`config.mk`:
```
export PLATFORM = sky130hd
export DESIGN_NAME = banked_regfile
export DESIGN_NICKNAME = d
export VERILOG_FILES = /design/src/rtl/regfile_pkg.sv /design/src/rtl/regfile_rd_mux.sv /design/src/rtl/banked_regfile.sv
export SDC_FILE = /design/constraint.sdc
export NUM_CORES = 1
export LEC_CHECK = 0
export CORE_ASPECT_RATIO = 1.4
export CORE_UTILIZATION = 56
export CTS_CLUSTER_DIAMETER = 30
export DETAILED_ROUTE_END_ITERATION = 6
export MAX_ROUTING_LAYER = met4
export PLACE_DENSITY = 0.76
export SLEW_MARGIN = 20
export SYNTH_ARGS = -nofsm -noshare
export SYNTH_HDL_FRONTEND = slang
export SYNTH_SLANG_ARGS = --single-unit
```
`constraint.sdc`:
```
create_clock -name clk -period 7.8 [get_ports clk]
set_clock_uncertainty 0.2 [all_clocks]
set_input_delay 1.56 -clock clk [delete_from_list [all_inputs] [get_ports clk]]
set_output_delay 1.56 -clock clk [all_outputs]
set_load 0.05 [all_outputs]
```
`src/rtl/regfile_pkg.sv`:
```
// Shared encodings, flag constants and block-engine types for the banked register file.
package regfile_pkg;

  typedef logic [3:0] reg_select;

  localparam reg_select REG_A  = 4'd0;
  localparam reg_select REG_B  = 4'd1;
  localparam reg_select REG_C  = 4'd2;
  localparam reg_select REG_D  = 4'd3;
  localparam reg_select REG_E  = 4'd4;
  localparam reg_select REG_H  = 4'd5;
  localparam reg_select REG_L  = 4'd6;
  localparam reg_select REG_BC = 4'd7;
  localparam reg_select REG_DE = 4'd8;
  localparam reg_select REG_HL = 4'd9;
  localparam reg_select REG_IX = 4'd10;
  localparam reg_select REG_IY = 4'd11;
  localparam reg_select REG_SP = 4'd12;

  localparam reg_select REG_FIRST16 = REG_BC;
  localparam reg_select REG_LAST16  = REG_SP;

  localparam int unsigned FLAG_C  = 0;
  localparam int unsigned FLAG_N  = 1;
  localparam int unsigned FLAG_PV = 2;
  localparam int unsigned FLAG_3  = 3;
  localparam int unsigned FLAG_H  = 4;
  localparam int unsigned FLAG_5  = 5;
  localparam int unsigned FLAG_Z  = 6;
  localparam int unsigned FLAG_S  = 7;

  localparam logic [7:0] FLAG_PV_MASK = 8'h04;
  // Flags cleared by every block-transfer iteration: H, N, PV.
  localparam logic [7:0] BLK_CLR_MASK = 8'h16;

  typedef logic [1:0] blk_state_t;
  localparam blk_state_t IDLE   = 2'd0;
  localparam blk_state_t ACTIVE = 2'd1;
  localparam blk_state_t DONE   = 2'd2;

  typedef struct packed {
    logic dir;
    logic rep;
  } blk_cfg_t;

  function automatic logic is_8bit(reg_select s);
    return s <= REG_L;
  endfunction

  function automatic logic is_16bit(reg_select s);
    return (s >= REG_FIRST16) && (s <= REG_LAST16);
  endfunction

endpackage

```
`src/rtl/regfile_rd_mux.sv`:
```
// Per-port read selector over the current-bank registers, with optional same-cycle write bypass.
module regfile_rd_mux
  import regfile_pkg::*;
(
  input  reg_select   sel_i,
  input  logic [7:0]  a_i,
  input  logic [15:0] bc_i,
  input  logic [15:0] de_i,
  input  logic [15:0] hl_i,
  input  logic [15:0] ix_i,
  input  logic [15:0] iy_i,
  input  logic [15:0] sp_i,
  input  logic        byp_en_i,
  input  reg_select   byp_sel_i,
  input  logic [15:0] byp_data_i,
  output logic [15:0] rd_data_o
);

  logic [15:0] stored;

  always_comb begin
    stored = '0;
    case (sel_i)
      REG_A:   stored = {8'h00, a_i};
      REG_B:   stored = {8'h00, bc_i[15:8]};
      REG_C:   stored = {8'h00, bc_i[7:0]};
      REG_D:   stored = {8'h00, de_i[15:8]};
      REG_E:   stored = {8'h00, de_i[7:0]};
      REG_H:   stored = {8'h00, hl_i[15:8]};
      REG_L:   stored = {8'h00, hl_i[7:0]};
      REG_BC:  stored = bc_i;
      REG_DE:  stored = de_i;
      REG_HL:  stored = hl_i;
      REG_IX:  stored = ix_i;
      REG_IY:  stored = iy_i;
      REG_SP:  stored = sp_i;
      default: stored = '0;
    endcase
  end

  // A byte write into a pair being read replaces only that byte; the other comes from storage.
  always_comb begin
    rd_data_o = stored;
    if (byp_en_i) begin
      if ((byp_sel_i == sel_i) && is_8bit(sel_i)) begin
        rd_data_o = {8'h00, byp_data_i[7:0]};
      end else if ((byp_sel_i == sel_i) && is_16bit(sel_i)) begin
        rd_data_o = byp_data_i;
      end else begin
        case ({byp_sel_i, sel_i})
          {REG_B, REG_BC}: rd_data_o = {byp_data_i[7:0], stored[7:0]};
          {REG_C, REG_BC}: rd_data_o = {stored[15:8], byp_data_i[7:0]};
          {REG_D, REG_DE}: rd_data_o = {byp_data_i[7:0], stored[7:0]};
          {REG_E, REG_DE}: rd_data_o = {stored[15:8], byp_data_i[7:0]};
          {REG_H, REG_HL}: rd_data_o = {byp_data_i[7:0], stored[7:0]};
          {REG_L, REG_HL}: rd_data_o = {stored[15:8], byp_data_i[7:0]};
          default:         rd_data_o = stored;
        endcase
      end
    end
  end

endmodule

```
`src/rtl/banked_regfile.sv`:
```
// Banked Z80-style register file with exchange support and a block-transfer engine.
// Optional macro RD_BYPASS_EN forwards accepted writes to read ports and f_out in the same cycle.
module banked_regfile
  import regfile_pkg::*;
#(
  parameter int unsigned NUM_READ  = 2,
  parameter int unsigned NUM_BANKS = 2,
  localparam int unsigned BANK_W   = $clog2(NUM_BANKS)
) (
  input  logic                      clk,
  input  logic                      reset,
  input  logic                      wr_en_i,
  input  reg_select                 wr_sel_i,
  input  logic [15:0]               wr_data_i,
  input  reg_select [NUM_READ-1:0]  rd_sel_i,
  output logic [NUM_READ-1:0][15:0] rd_data_o,
  output logic [7:0]                f_out_o,
  input  logic [7:0]                f_in_i,
  input  logic                      f_wr_i,
  input  logic                      ex_af_i,
  input  logic                      exx_i,
  input  logic                      ex_de_hl_i,
  input  logic                      blk_start_i,
  input  logic                      blk_dir_i,
  input  logic                      blk_repeat_i,
  input  logic                      blk_step_i,
  output logic                      blk_busy_o,
  output logic                      blk_done_o,
  output logic [BANK_W-1:0]         af_bank_o,
  output logic [BANK_W-1:0]         main_bank_o
);

  logic [7:0]  a_q  [NUM_BANKS];
  logic [7:0]  a_d  [NUM_BANKS];
  logic [7:0]  f_q  [NUM_BANKS];
  logic [7:0]  f_d  [NUM_BANKS];
  logic [15:0] bc_q [NUM_BANKS];
  logic [15:0] bc_d [NUM_BANKS];
  logic [15:0] de_q [NUM_BANKS];
  logic [15:0] de_d [NUM_BANKS];
  logic [15:0] hl_q [NUM_BANKS];
  logic [15:0] hl_d [NUM_BANKS];
  logic [15:0] ix_q, ix_d, iy_q, iy_d, sp_q, sp_d;
  logic [BANK_W-1:0] af_bank_q, af_bank_d, main_bank_q, main_bank_d;
  blk_state_t state_q, state_d;
  blk_cfg_t   cfg_q, cfg_d;

  logic        idle;
  logic        wr_accept;
  logic        f_accept;
  logic        byp_en;
  logic [7:0]  a_cur, f_cur;
  logic [15:0] bc_cur, de_cur, hl_cur, bc_dec, swap_tmp;

  assign idle      = (state_q == IDLE);
  assign wr_accept = wr_en_i & idle;
  assign f_accept  = f_wr_i & idle;
  assign a_cur     = a_q[af_bank_q];
  assign f_cur     = f_q[af_bank_q];
  assign bc_cur    = bc_q[main_bank_q];
  assign de_cur    = de_q[main_bank_q];
  assign hl_cur    = hl_q[main_bank_q];
  assign bc_dec    = bc_cur - 16'd1;

  always_comb begin
    a_d         = a_q;
    f_d         = f_q;
    bc_d        = bc_q;
    de_d        = de_q;
    hl_d        = hl_q;
    ix_d        = ix_q;
    iy_d        = iy_q;
    sp_d        = sp_q;
    af_bank_d   = af_bank_q;
    main_bank_d = main_bank_q;
    state_d     = state_q;
    cfg_d       = cfg_q;
    swap_tmp    = '0;
    case (state_q)
      IDLE: begin
        // Writes resolve against the old mapping, then the swap, then the pointer advance.
        if (wr_accept) begin
          case (wr_sel_i)
            REG_A:   a_d[af_bank_q]          = wr_data_i[7:0];
            REG_B:   bc_d[main_bank_q][15:8] = wr_data_i[7:0];
            REG_C:   bc_d[main_bank_q][7:0]  = wr_data_i[7:0];
            REG_D:   de_d[main_bank_q][15:8] = wr_data_i[7:0];
            REG_E:   de_d[main_bank_q][7:0]  = wr_data_i[7:0];
            REG_H:   hl_d[main_bank_q][15:8] = wr_data_i[7:0];
            REG_L:   hl_d[main_bank_q][7:0]  = wr_data_i[7:0];
            REG_BC:  bc_d[main_bank_q]       = wr_data_i;
            REG_DE:  de_d[main_bank_q]       = wr_data_i;
            REG_HL:  hl_d[main_bank_q]       = wr_data_i;
            REG_IX:  ix_d                    = wr_data_i;
            REG_IY:  iy_d                    = wr_data_i;
            REG_SP:  sp_d                    = wr_data_i;
            default: ;
          endcase
        end
        if (f_accept) f_d[af_bank_q] = f_in_i;
        if (ex_de_hl_i) begin
          swap_tmp          = de_d[main_bank_q];
          de_d[main_bank_q] = hl_d[main_bank_q];
          hl_d[main_bank_q] = swap_tmp;
        end
        if (ex_af_i) af_bank_d = af_bank_q + BANK_W'(1);
        if (exx_i) main_bank_d = main_bank_q + BANK_W'(1);
        if (blk_start_i) begin
          state_d   = ACTIVE;
          cfg_d.dir = blk_dir_i;
          cfg_d.rep = blk_repeat_i;
        end
      end
      ACTIVE: begin
        if (blk_step_i) begin
          bc_d[main_bank_q] = bc_dec;
          de_d[main_bank_q] = cfg_q.dir ? (de_cur - 16'd1) : (de_cur + 16'd1);
          hl_d[main_bank_q] = cfg_q.dir ? (hl_cur - 16'd1) : (hl_cur + 16'd1);
          f_d[af_bank_q]    = (f_cur & ~BLK_CLR_MASK) |
                              ((bc_dec != 16'd0) ? FLAG_PV_MASK : 8'h00);
          if (!cfg_q.rep || (bc_dec == 16'd0)) state_d = DONE;
        end
      end
      DONE:    state_d = IDLE;
      default: state_d = IDLE;
    endcase
  end

  always_ff @(posedge clk or posedge reset) begin
    if (reset) begin
      for (int b = 0; b < int'(NUM_BANKS); b++) begin
        a_q[b]  <= '0;
        f_q[b]  <= '0;
        bc_q[b] <= '0;
        de_q[b] <= '0;
        hl_q[b] <= '0;
      end
      ix_q        <= '0;
      iy_q        <= '0;
      sp_q        <= '0;
      af_bank_q   <= '0;
      main_bank_q <= '0;
      state_q     <= IDLE;
      cfg_q       <= '0;
    end else begin
      a_q         <= a_d;
      f_q         <= f_d;
      bc_q        <= bc_d;
      de_q        <= de_d;
      hl_q        <= hl_d;
      ix_q        <= ix_d;
      iy_q        <= iy_d;
      sp_q        <= sp_d;
      af_bank_q   <= af_bank_d;
      main_bank_q <= main_bank_d;
      state_q     <= state_d;
      cfg_q       <= cfg_d;
    end
  end

`ifdef RD_BYPASS_EN
  assign byp_en  = wr_accept;
  assign f_out_o = f_accept ? f_in_i : f_cur;
`else
  assign byp_en  = 1'b0;
  assign f_out_o = f_cur;
`endif

  for (genvar p = 0; p < int'(NUM_READ); p++) begin : g_rd
    regfile_rd_mux u_rd_mux (
      .sel_i      (rd_sel_i[p]),
      .a_i        (a_cur),
      .bc_i       (bc_cur),
      .de_i       (de_cur),
      .hl_i       (hl_cur),
      .ix_i       (ix_q),
      .iy_i       (iy_q),
      .sp_i       (sp_q),
      .byp_en_i   (byp_en),
      .byp_sel_i  (wr_sel_i),
      .byp_data_i (wr_data_i),
      .rd_data_o  (rd_data_o[p])
    );
  end

  assign blk_busy_o  = (state_q == ACTIVE) || (state_q == DONE);
  assign blk_done_o  = (state_q == DONE);
  assign af_bank_o   = af_bank_q;
  assign main_bank_o = main_bank_q;

endmodule
```
==> qor.csv, run 1 <==
metric,value,unit
ant_nets,0,
critical-path-top-cell-by-count,sky130_fd_sc_hd__clkdlybuf4s50_1,
sum_of_negative_setup_slack,0,ns
critPathMaxFanout,17,
postCtsSetupBuffers,0,
synthesis.area_per_instance,8.39,sq um
die_area,26400,sq um
dieHeight,192,microns
fp_rows,69,
final_nets,1828,
min_delay_endpoint,a_q[6],
floorplan.die.width,138,microns
yosysTopAreaCell,sky130_fd_sc_hd__dfrtp_1,
cts-buffers-inserted,17,
delay_of_the_slowest_cell_on_the_worst_path,0.85,ns
timing.critical_path.required,6.04,ns
synth.net_count,1798,
diodes,0,
detail_route.iter0.violations,2064,
failed_checks,DRC,
hpwl_after_detailed_placement,43300,microns
synth.top_cell.area_share,31.6,%
yosysSeqAreaShare,31.6,%
simple_gate_area_share_of_the_yosys_netlist,16.9,%
post_route_cells_drive_above_1_share,12.1,%
worst-endpoint-arrival,5.05,ns
hold_crit_path_type,flop to flop,
ys_seq_elements,182,
outcome,"complete, but fails checks",
grt_start_max_net_pins,127,
post_synth_xor_area_fraction,2.56,%
slew_viol_final,0,
cellPowerDensity,550,nW/um^2
grt_pass1_vias,14667,
globalRoute.totalOverflow,0,
seq_power_share,22.2,%
drt-pass1-iter-count,7,
synth-main-ff-cell,sky130_fd_sc_hd__dfrtp_1,
dr_total_vias,15352,
place.port_buffers,90,
place.gp.congestion,1.08,
grt_first_pass_wirelength,89400,microns
holdCritStartpoint,a_q[6],
netlist_top_cells_area,"sky130_fd_sc_hd__dfrtp_1, sky130_fd_sc_hd__mux2_2, sky130_fd_sc_hd__nor2_1",
synth-warning-count,0,
r2r_cells,11,
drc,2,
post_synth_fa_ha_maj_area_fraction,3.15,%
number_of_flops_mapped_to_enable_cells_by_yosys,0,
aggregate_routed_wire_length,60100,microns
cts_sinks,182,
clock_insertion_delay_worst_skew,0.47,ns
power_switching,4890,uW
asyncSetResetFlopFracSynth,100,%
coreArea,25300,sq um
slowest_stage,sky130_fd_sc_hd__clkdlybuf4s50_1,
timing.rr.end,hl_q[13],
crit_type,input pin to output port,
drv_cap,0,
post_synth_inst_count,1716,
min_delay_path_depth,2,
grt_setup_unrepaired,no,
r2r_slack,3.04,ns
main_combinational_cell_family_by_area_after_synthesis,compound AO/OA/AOI/OAI gates,
clkPwrFrac,10.1,%
power.switching_fraction,55.1,%
clock_tree.htree_level_count,4,
design.portCount,91,
worstSetupStartpointType,input pin,
worst_pin_slew,1.14,ns
cts-resized-gates,0,
power_leakage,0.00643,uW
yosysUniqueCellTypes,82,
grt_antenna_before_repair,0,
syn_area,14400,sq um
ir_drop,0.423,mV
pwr-share-comb,67.7,%
mostFrequentLayoutCell,sky130_fd_sc_hd__nor2_1,
power.internal,3990,uW
avgRoutedWirePerCell,28.9,microns
clkTransAtPathRegs,0.08,ns
synth_mux_area_share,12.4,%
final.min_clock_period,6.81,ns
endpoint_kind,output port,
area.growth.synth_to_final,12.1,%
gr-usage-all-layers,47.8,%
crit_chain,clkdlybuf4s50_1 > nand2b_1 > nor2_1 > a22oi_1 > o211ai_1 > a221oi_1 > o21ai_0 > clkdlybuf4s50_1,
clockBufferDepth,2,
slew_headroom,24.0,%
timing.fmax,0.147,GHz
report.final.hold_viol_count,0,
critical_path.reg2reg.startpoint,main_bank_o,
initial_standard_cell_utilization_of_the_core,56.9,%
vias_per_cell,7.39,
timing.final.crit_share,87.4,%
setup_violations,0,
nFillCells,2233,
ctsRootBufferMaster,sky130_fd_sc_hd__clkbuf_16,
tritoncts,done,
final_core_utilization,63.8,%
holdBufCountCts,0,
area_fraction_in_compound_gates_after_synthesis,29.4,%
mostFrequentLayoutCells,"sky130_fd_sc_hd__nor2_1, sky130_fd_sc_hd__dfrtp_1, sky130_fd_sc_hd__nand2_1",
[per-layer routing]
metal	routed length [microns]	global-route usage [%]
met1	21000	54.6
met2	26600	70.9
met3	6950	12.3
met4	5620	36.9
met5	0	-
[cell type report]
class                           count  area (sq um)  share of cell area, %
Inverter                           32           128                  0.791
Multi-Input combinational cell   1389          9290                   57.6
Timing Repair Buffer              124          1170                   7.24
Sequential cell                   182          4560                   28.2
Clock buffer                       18           429                   2.66
Tap cell                          319           399                   2.47
Clock inverter                     14           165                   1.02
[power groups by stage]
stage	Sequential (uW)	Clock, uW	Combinational, uW
6_report	1970	898	6010
5_1_grt	2020	927	6310
4_1_cts	1940	892	5790
3_5_place_dp	1950	0	5770
3_3_place_gp	1940	0	5680
2_1_floorplan	1750	0	4030
[registers in the layout (all words and copies together), names as in the netlist, 16 cells and up]
register and count:
a_q 16, hl_q 32, iy_q 16, f_q 16
bc_q 32, de_q 32, ix_q 16, sp_q 16
[critical path: cells and delay by family]
| family | cells | cell delay (ns) |
|---|---|---|
| buf+inv | 2 | 1.56 |
| simple gates | 2 | 1.38 |
| compound gates | 4 | 0.55 |
[cells in the mapped netlist, types with 9 or more instances]
cell and count:
sky130_fd_sc_hd__a211oi_1 17, sky130_fd_sc_hd__a21o_1 10, sky130_fd_sc_hd__a21oi_1 134, sky130_fd_sc_hd__a221oi_1 21, sky130_fd_sc_hd__a222oi_1 10, sky130_fd_sc_hd__a22o_1 16
sky130_fd_sc_hd__a22oi_1 74, sky130_fd_sc_hd__a31oi_1 17, sky130_fd_sc_hd__a32oi_1 10, sky130_fd_sc_hd__and2_1 9, sky130_fd_sc_hd__and3_1 10, sky130_fd_sc_hd__buf_2 11
sky130_fd_sc_hd__clkbuf_1 91, sky130_fd_sc_hd__dfrtp_1 182, sky130_fd_sc_hd__ha_1 33, sky130_fd_sc_hd__inv_1 31, sky130_fd_sc_hd__mux2_2 117, sky130_fd_sc_hd__mux2i_1 43
sky130_fd_sc_hd__nand2_1 173, sky130_fd_sc_hd__nand2b_1 17, sky130_fd_sc_hd__nand3_1 27, sky130_fd_sc_hd__nand4_1 10, sky130_fd_sc_hd__nor2_1 189, sky130_fd_sc_hd__nor2b_1 15
sky130_fd_sc_hd__nor3_1 27, sky130_fd_sc_hd__nor4_1 10, sky130_fd_sc_hd__o211ai_1 9, sky130_fd_sc_hd__o21a_1 27, sky130_fd_sc_hd__o21ai_0 113, sky130_fd_sc_hd__o221ai_1 25
sky130_fd_sc_hd__o22a_1 24, sky130_fd_sc_hd__o22ai_1 35, sky130_fd_sc_hd__o31ai_1 10, sky130_fd_sc_hd__o32ai_1 11, sky130_fd_sc_hd__xnor2_1 28, sky130_fd_sc_hd__xor2_1 14
[worst max-delay path by stage]
stage           startpoint  slack [ns]  cells past startpoint           end
6_report       rd_sel_i[2]        0.99                      8  rd_data_o[3]
5_1_grt        rd_sel_i[0]        0.84                      8  rd_data_o[3]
4_1_cts        rd_sel_i[0]        1.10                      8  rd_data_o[3]
3_5_place_dp   rd_sel_i[0]        1.12                      8  rd_data_o[3]
3_3_place_gp   rd_sel_i[2]        1.11                      8  rd_data_o[3]
2_1_floorplan        reset        1.10                      1        a_q[0]
[stage by stage]
step	cell area, sq um	total power, uW	setup WS, ns	std cells	hold WS, ns
final	16100	8880	0.985	2078	0.296
after global routing	16100	9250	0.843	2078	0.324
after CTS	16100	8630	1.10	2078	0.299
after detailed placement	15500	7720	1.12	2046	0.280
after global placement	15500	7620	1.11	2046	0.265
after floorplan	14400	5790	1.10	1716	0.244
[kinds of logic (layout without fill, tap and decap cells)]
| logic type | Yosys count | in the layout |
|---|---|---|
| flops | 182 | 182 |
| simple gates | 528 | 528 |
| compound gates | 622 | 622 |
| fa+ha+maj | 35 | 35 |
| buf+inv | 145 | 188 |
| xor+xnor | 42 | 42 |
| mux | 162 | 162 |
Note: power is estimated with default switching activity, not from simulation.
==> run 2, diff against run 1 <==
--- a/config.mk
+++ b/config.mk
@@ -8,10 +8,12 @@
 export CORE_ASPECT_RATIO = 1.4
 export CORE_UTILIZATION = 56
 export CTS_CLUSTER_DIAMETER = 30
+export CTS_CLUSTER_SIZE = 20
 export DETAILED_ROUTE_END_ITERATION = 6
 export MAX_ROUTING_LAYER = met4
-export PLACE_DENSITY = 0.76
+export PLACE_DENSITY = 0.75
 export SLEW_MARGIN = 20
 export SYNTH_ARGS = -nofsm -noshare
 export SYNTH_HDL_FRONTEND = slang
+export SYNTH_HIERARCHICAL = 1
 export SYNTH_SLANG_ARGS = --single-unit
==> run 2 against run 1 <==
- sequential power is essentially flat
- die area increased by 12%
- critical endpoint is now rd_data_o[5]
- combinational power grew 6.3%
- worst hold slack better by 0.0066 ns
- routed wire length rose by 14%
- synthesized area up 12%
- via count rose by 9.6%
- critical path depth decreased by 1
- register-to-register slack got worse by 0.02 ns
- non-clock buffer count is 22 higher
- worst setup slack improved by 0.096 ns
- clock power is 3.3% higher
- largest power group unchanged
- the flow still finishes with violations (DRC)
==> qor.csv, run 2 <==
metric,value,unit,change
outcome,"complete, but fails checks",,
failed_checks,DRC,,
final_nets,1984,,+8.5%
ys_seq_elements,182,,unchanged
hold_crit_path_type,flop to flop,,
number_of_flops_mapped_to_enable_cells_by_yosys,0,,unchanged
setup_violations,0,,unchanged
combined_area_of_the_multi_input_logic_cells,10700,sq um,+16%
min_delay_path_depth,2,,unchanged
ctsRootBufferMaster,sky130_fd_sc_hd__clkbuf_16,,
seq_area,4560,sq um,unchanged
drc,9,,+7
grt_start_max_net_pins,119,,-6.3%
initial_standard_cell_utilization_of_the_core,56.9,%,about the same
floorplan.die.width,145,microns,+5.7%
area.growth.synth_to_final,11.5,%,
globalRouteMet2Util,73.1,%,+2.2 points
stdcell_count,2290,,+10%
grt_setup_unrepaired,no,,
aggregate_routed_wire_length,68600,microns,+14%
placement.cell_area,17300,sq um,+11%
drt-pass1-iter-count,7,,unchanged
critical_path.reg2reg.startpoint,main_bank_o,,
slowest_stage,sky130_fd_sc_hd__clkdlybuf4s50_1,,
place.gp.congestion,1.08,,-0.29%
clkTransAtPathRegs,0.08,ns,about the same
timing.critical_path.required,6.04,ns,about the same
avgRoutedWirePerCell,30.0,microns,+3.6%
hpwl_after_detailed_placement,49000,microns,+13%
netlist_top_cells_area,"sky130_fd_sc_hd__dfrtp_1, sky130_fd_sc_hd__mux2_2, sky130_fd_sc_hd__a21oi_1",,
globalRoute.totalOverflow,0,,unchanged
worst-endpoint-arrival,4.96,ns,-0.09 ns
crit_type,input pin to output port,,
timing.critical_path.from,rd_sel_i[1],,
sum_of_negative_setup_slack,0,ns,unchanged
globalRouteMet1Util,54.4,%,-0.17 points
cellPowerDensity,516,nW/um^2,-6.3%
grt_antenna_before_repair,0,,unchanged
nFillCells,2448,,+9.6%
cts-resized-gates,0,,unchanged
delay_of_the_slowest_cell_on_the_worst_path,0.83,ns,-0.02 ns
critical-path-top-delay-family,buffers and inverters,,
grt_pass1_vias,16269,,+11%
dp.cells,2258,,+10%
gr-usage-all-layers,48.1,%,+0.26 points
post_synth_inst_count,1860,,+8.4%
detail_route.iter0.violations,2172,,+5.2%
cts-buffers-inserted,17,,unchanged
timing.final.crit_share,86.1,%,-1.2 points
design.portCount,91,,unchanged
ir_drop,0.245,mV,-42%
worst_pin_slew,1.21,ns,+0.0689 ns
endpoint_kind,output port,,
cts_sinks,182,,unchanged
die_area,29400,sq um,+12%
final_core_utilization,63.4,%,-0.42 points
yosysTopAreaCell,sky130_fd_sc_hd__dfrtp_1,,
cp_num_buf_inv,2,,unchanged
worstSetupStartpointType,input pin,,
place.port_buffers,90,,unchanged
clock_insertion_delay_worst_skew,0.47,ns,about the same
tritoncts,done,,
ant_nets,0,,unchanged
mostFrequentLayoutCell,sky130_fd_sc_hd__dfrtp_1,,
gr_util_met3,10.2,%,-2.1 points
r2r_cells,10,,-1
coreArea,28300,sq um,+12%
power_leakage,0.00708,uW,+10%
synthesis.area_per_instance,8.66,sq um,+3.2%
slew_viol_final,0,,unchanged
fp_rows,73,,+5.8%
synth_most_common_cell,sky130_fd_sc_hd__dfrtp_1,,
critical-path-top-cell-by-count,sky130_fd_sc_hd__clkdlybuf4s50_1,,
slew_headroom,18.9,%,-5.1 points
r2r_slack,3.02,ns,-0.02 ns
grt_first_pass_wirelength,102000,microns,+14%
yosysUniqueCellTypes,101,,+23%
dieHeight,203,microns,+5.7%
final.min_clock_period,6.72,ns,-0.0962 ns
post_route_cells_drive_above_1_share,16.1,%,+4.0 points
yosysSeqAreaShare,28.3,%,-3.3 points
asyncSetResetFlopFracSynth,100,%,unchanged
postCtsSetupBuffers,0,,unchanged
synth.top_cell.area_share,28.3,%,-3.3 points
vias_per_cell,7.35,,-0.55%
critical_path_cell_count,7,,-1
crit_chain,clkdlybuf4s50_1 > and3b_1 > mux2_4 > a22o_1 > or4_1 > mux2_2 > clkdlybuf4s50_1,,
drv_cap,0,,unchanged
syn_area,16100,sq um,+12%
mostFrequentLayoutCells,"sky130_fd_sc_hd__dfrtp_1, sky130_fd_sc_hd__nor2_1, sky130_fd_sc_hd__mux2_2",,
holdBufCountCts,0,,unchanged
clock_tree.htree_level_count,4,,unchanged
holdCritStartpoint,bc_q[30],,
top_flop_regs,"bc_q (32), de_q (32), hl_q (32)",,
synth-warning-count,6,,+6
dr_total_vias,16826,,+9.6%
synth-main-ff-cell,sky130_fd_sc_hd__dfrtp_1,,
diodes,0,,unchanged
report.final.hold_viol_count,0,,unchanged
clockBufferDepth,2,,unchanged
timing.fmax,0.149,GHz,+1.4%
critPathMaxFanout,19,,+2
globalRoute.busiestLayer,met2,,
final_cell_area,17900,sq um,+11%
synthTopCellsByCount,"sky130_fd_sc_hd__dfrtp_1, sky130_fd_sc_hd__nor2_1, sky130_fd_sc_hd__mux2_2",,
-- run 2: changes by cell type after synthesis, moves of 12 or more --
cell / previous run / this run
sky130_fd_sc_hd__a22oi_1: 74 / 47
sky130_fd_sc_hd__a32o_1: 0 / 13
sky130_fd_sc_hd__buf_2: 11 / 38
sky130_fd_sc_hd__clkbuf_1: 91 / 71
sky130_fd_sc_hd__inv_1: 31 / 64
sky130_fd_sc_hd__mux2_1: 0 / 12
sky130_fd_sc_hd__mux2_2: 117 / 144
sky130_fd_sc_hd__mux2i_1: 43 / 56
sky130_fd_sc_hd__nand2_1: 173 / 136
sky130_fd_sc_hd__nand3_1: 27 / 49
sky130_fd_sc_hd__nor2_1: 189 / 166
sky130_fd_sc_hd__nor2b_1: 15 / 27
sky130_fd_sc_hd__o22a_1: 24 / 7
-- run 2: metrics by stage --
step / total power (uW) / hold slack, ns / setup slack (ns)
global route: 9670 / 0.318 / 1.07
detailed placement: 8050 / 0.279 / 1.16
global placement: 7950 / 0.260 / 1.18
CTS: 9000 / 0.296 / 1.16
floorplan: 6110 / 0.246 / 1.10
finish: 9250 / 0.303 / 1.08
-- run 2: kinds of logic (layout without fill, tap and decap cells) --
logic type               Yosys count  after routing  synth area share, %
AO/OA/AOI/OAI                    640            640                 28.0
XOR/XNOR                          48             48                 2.61
adder cells (fa/ha/maj)           35             35                 2.81
buffers and inverters            193            245                 5.18
flip-flops                       182            182                 28.3
multiplexers                     225            225                 16.0
other                              1              4               0.0233
AND/OR/NAND/NOR                  536            536                 17.1
-- run 2: metal layers --
metal	wire, microns	part of all wire, %
met1	24100	35
met3	7270	11
met4	6610	9.6
met2	30700	45
met5	0	0
-- run 2: worst paths after layout --
path | end
min in group asynchronous | a_q[0]
worst min register to register | bc_q[30]
worst max register to register | hl_q[12]
worst max-delay path | rd_data_o[5]
worst min-delay path | bc_q[30]
max in group asynchronous | de_q[19]
-- run 2: final cells by class --
class	instances	share of cell area [%]
Multi-Input combinational cell	1488	59.9
Clock buffer	17	2.37
Sequential cell	182	25.4
Clock inverter	15	1.10
Tap cell	375	2.61
Timing Repair Buffer	146	7.19
Inverter	67	1.44
-- run 2: report_power, final --
group	switching [uW]	leakage, uW	internal (uW)
logic	4050	0.00456	2340
registers	510	0.00222	1430
clock network	486	0.000302	442
total	5050	0.00708	4210
-- run 2: worst register-to-register path, stage by stage, from the launching register on --
cell and delay, ns:
sky130_fd_sc_hd__dfrtp_4 0.70, sky130_fd_sc_hd__buf_4 0.42, sky130_fd_sc_hd__o21ai_1 1.00, sky130_fd_sc_hd__ha_1 0.45, sky130_fd_sc_hd__o21a_1 0.13, sky130_fd_sc_hd__o21a_1 0.18
sky130_fd_sc_hd__a2111o_1 0.42, sky130_fd_sc_hd__a41oi_1 0.54, sky130_fd_sc_hd__xnor2_1 0.21, sky130_fd_sc_hd__a221oi_1 0.32, sky130_fd_sc_hd__nor2_1 0.08
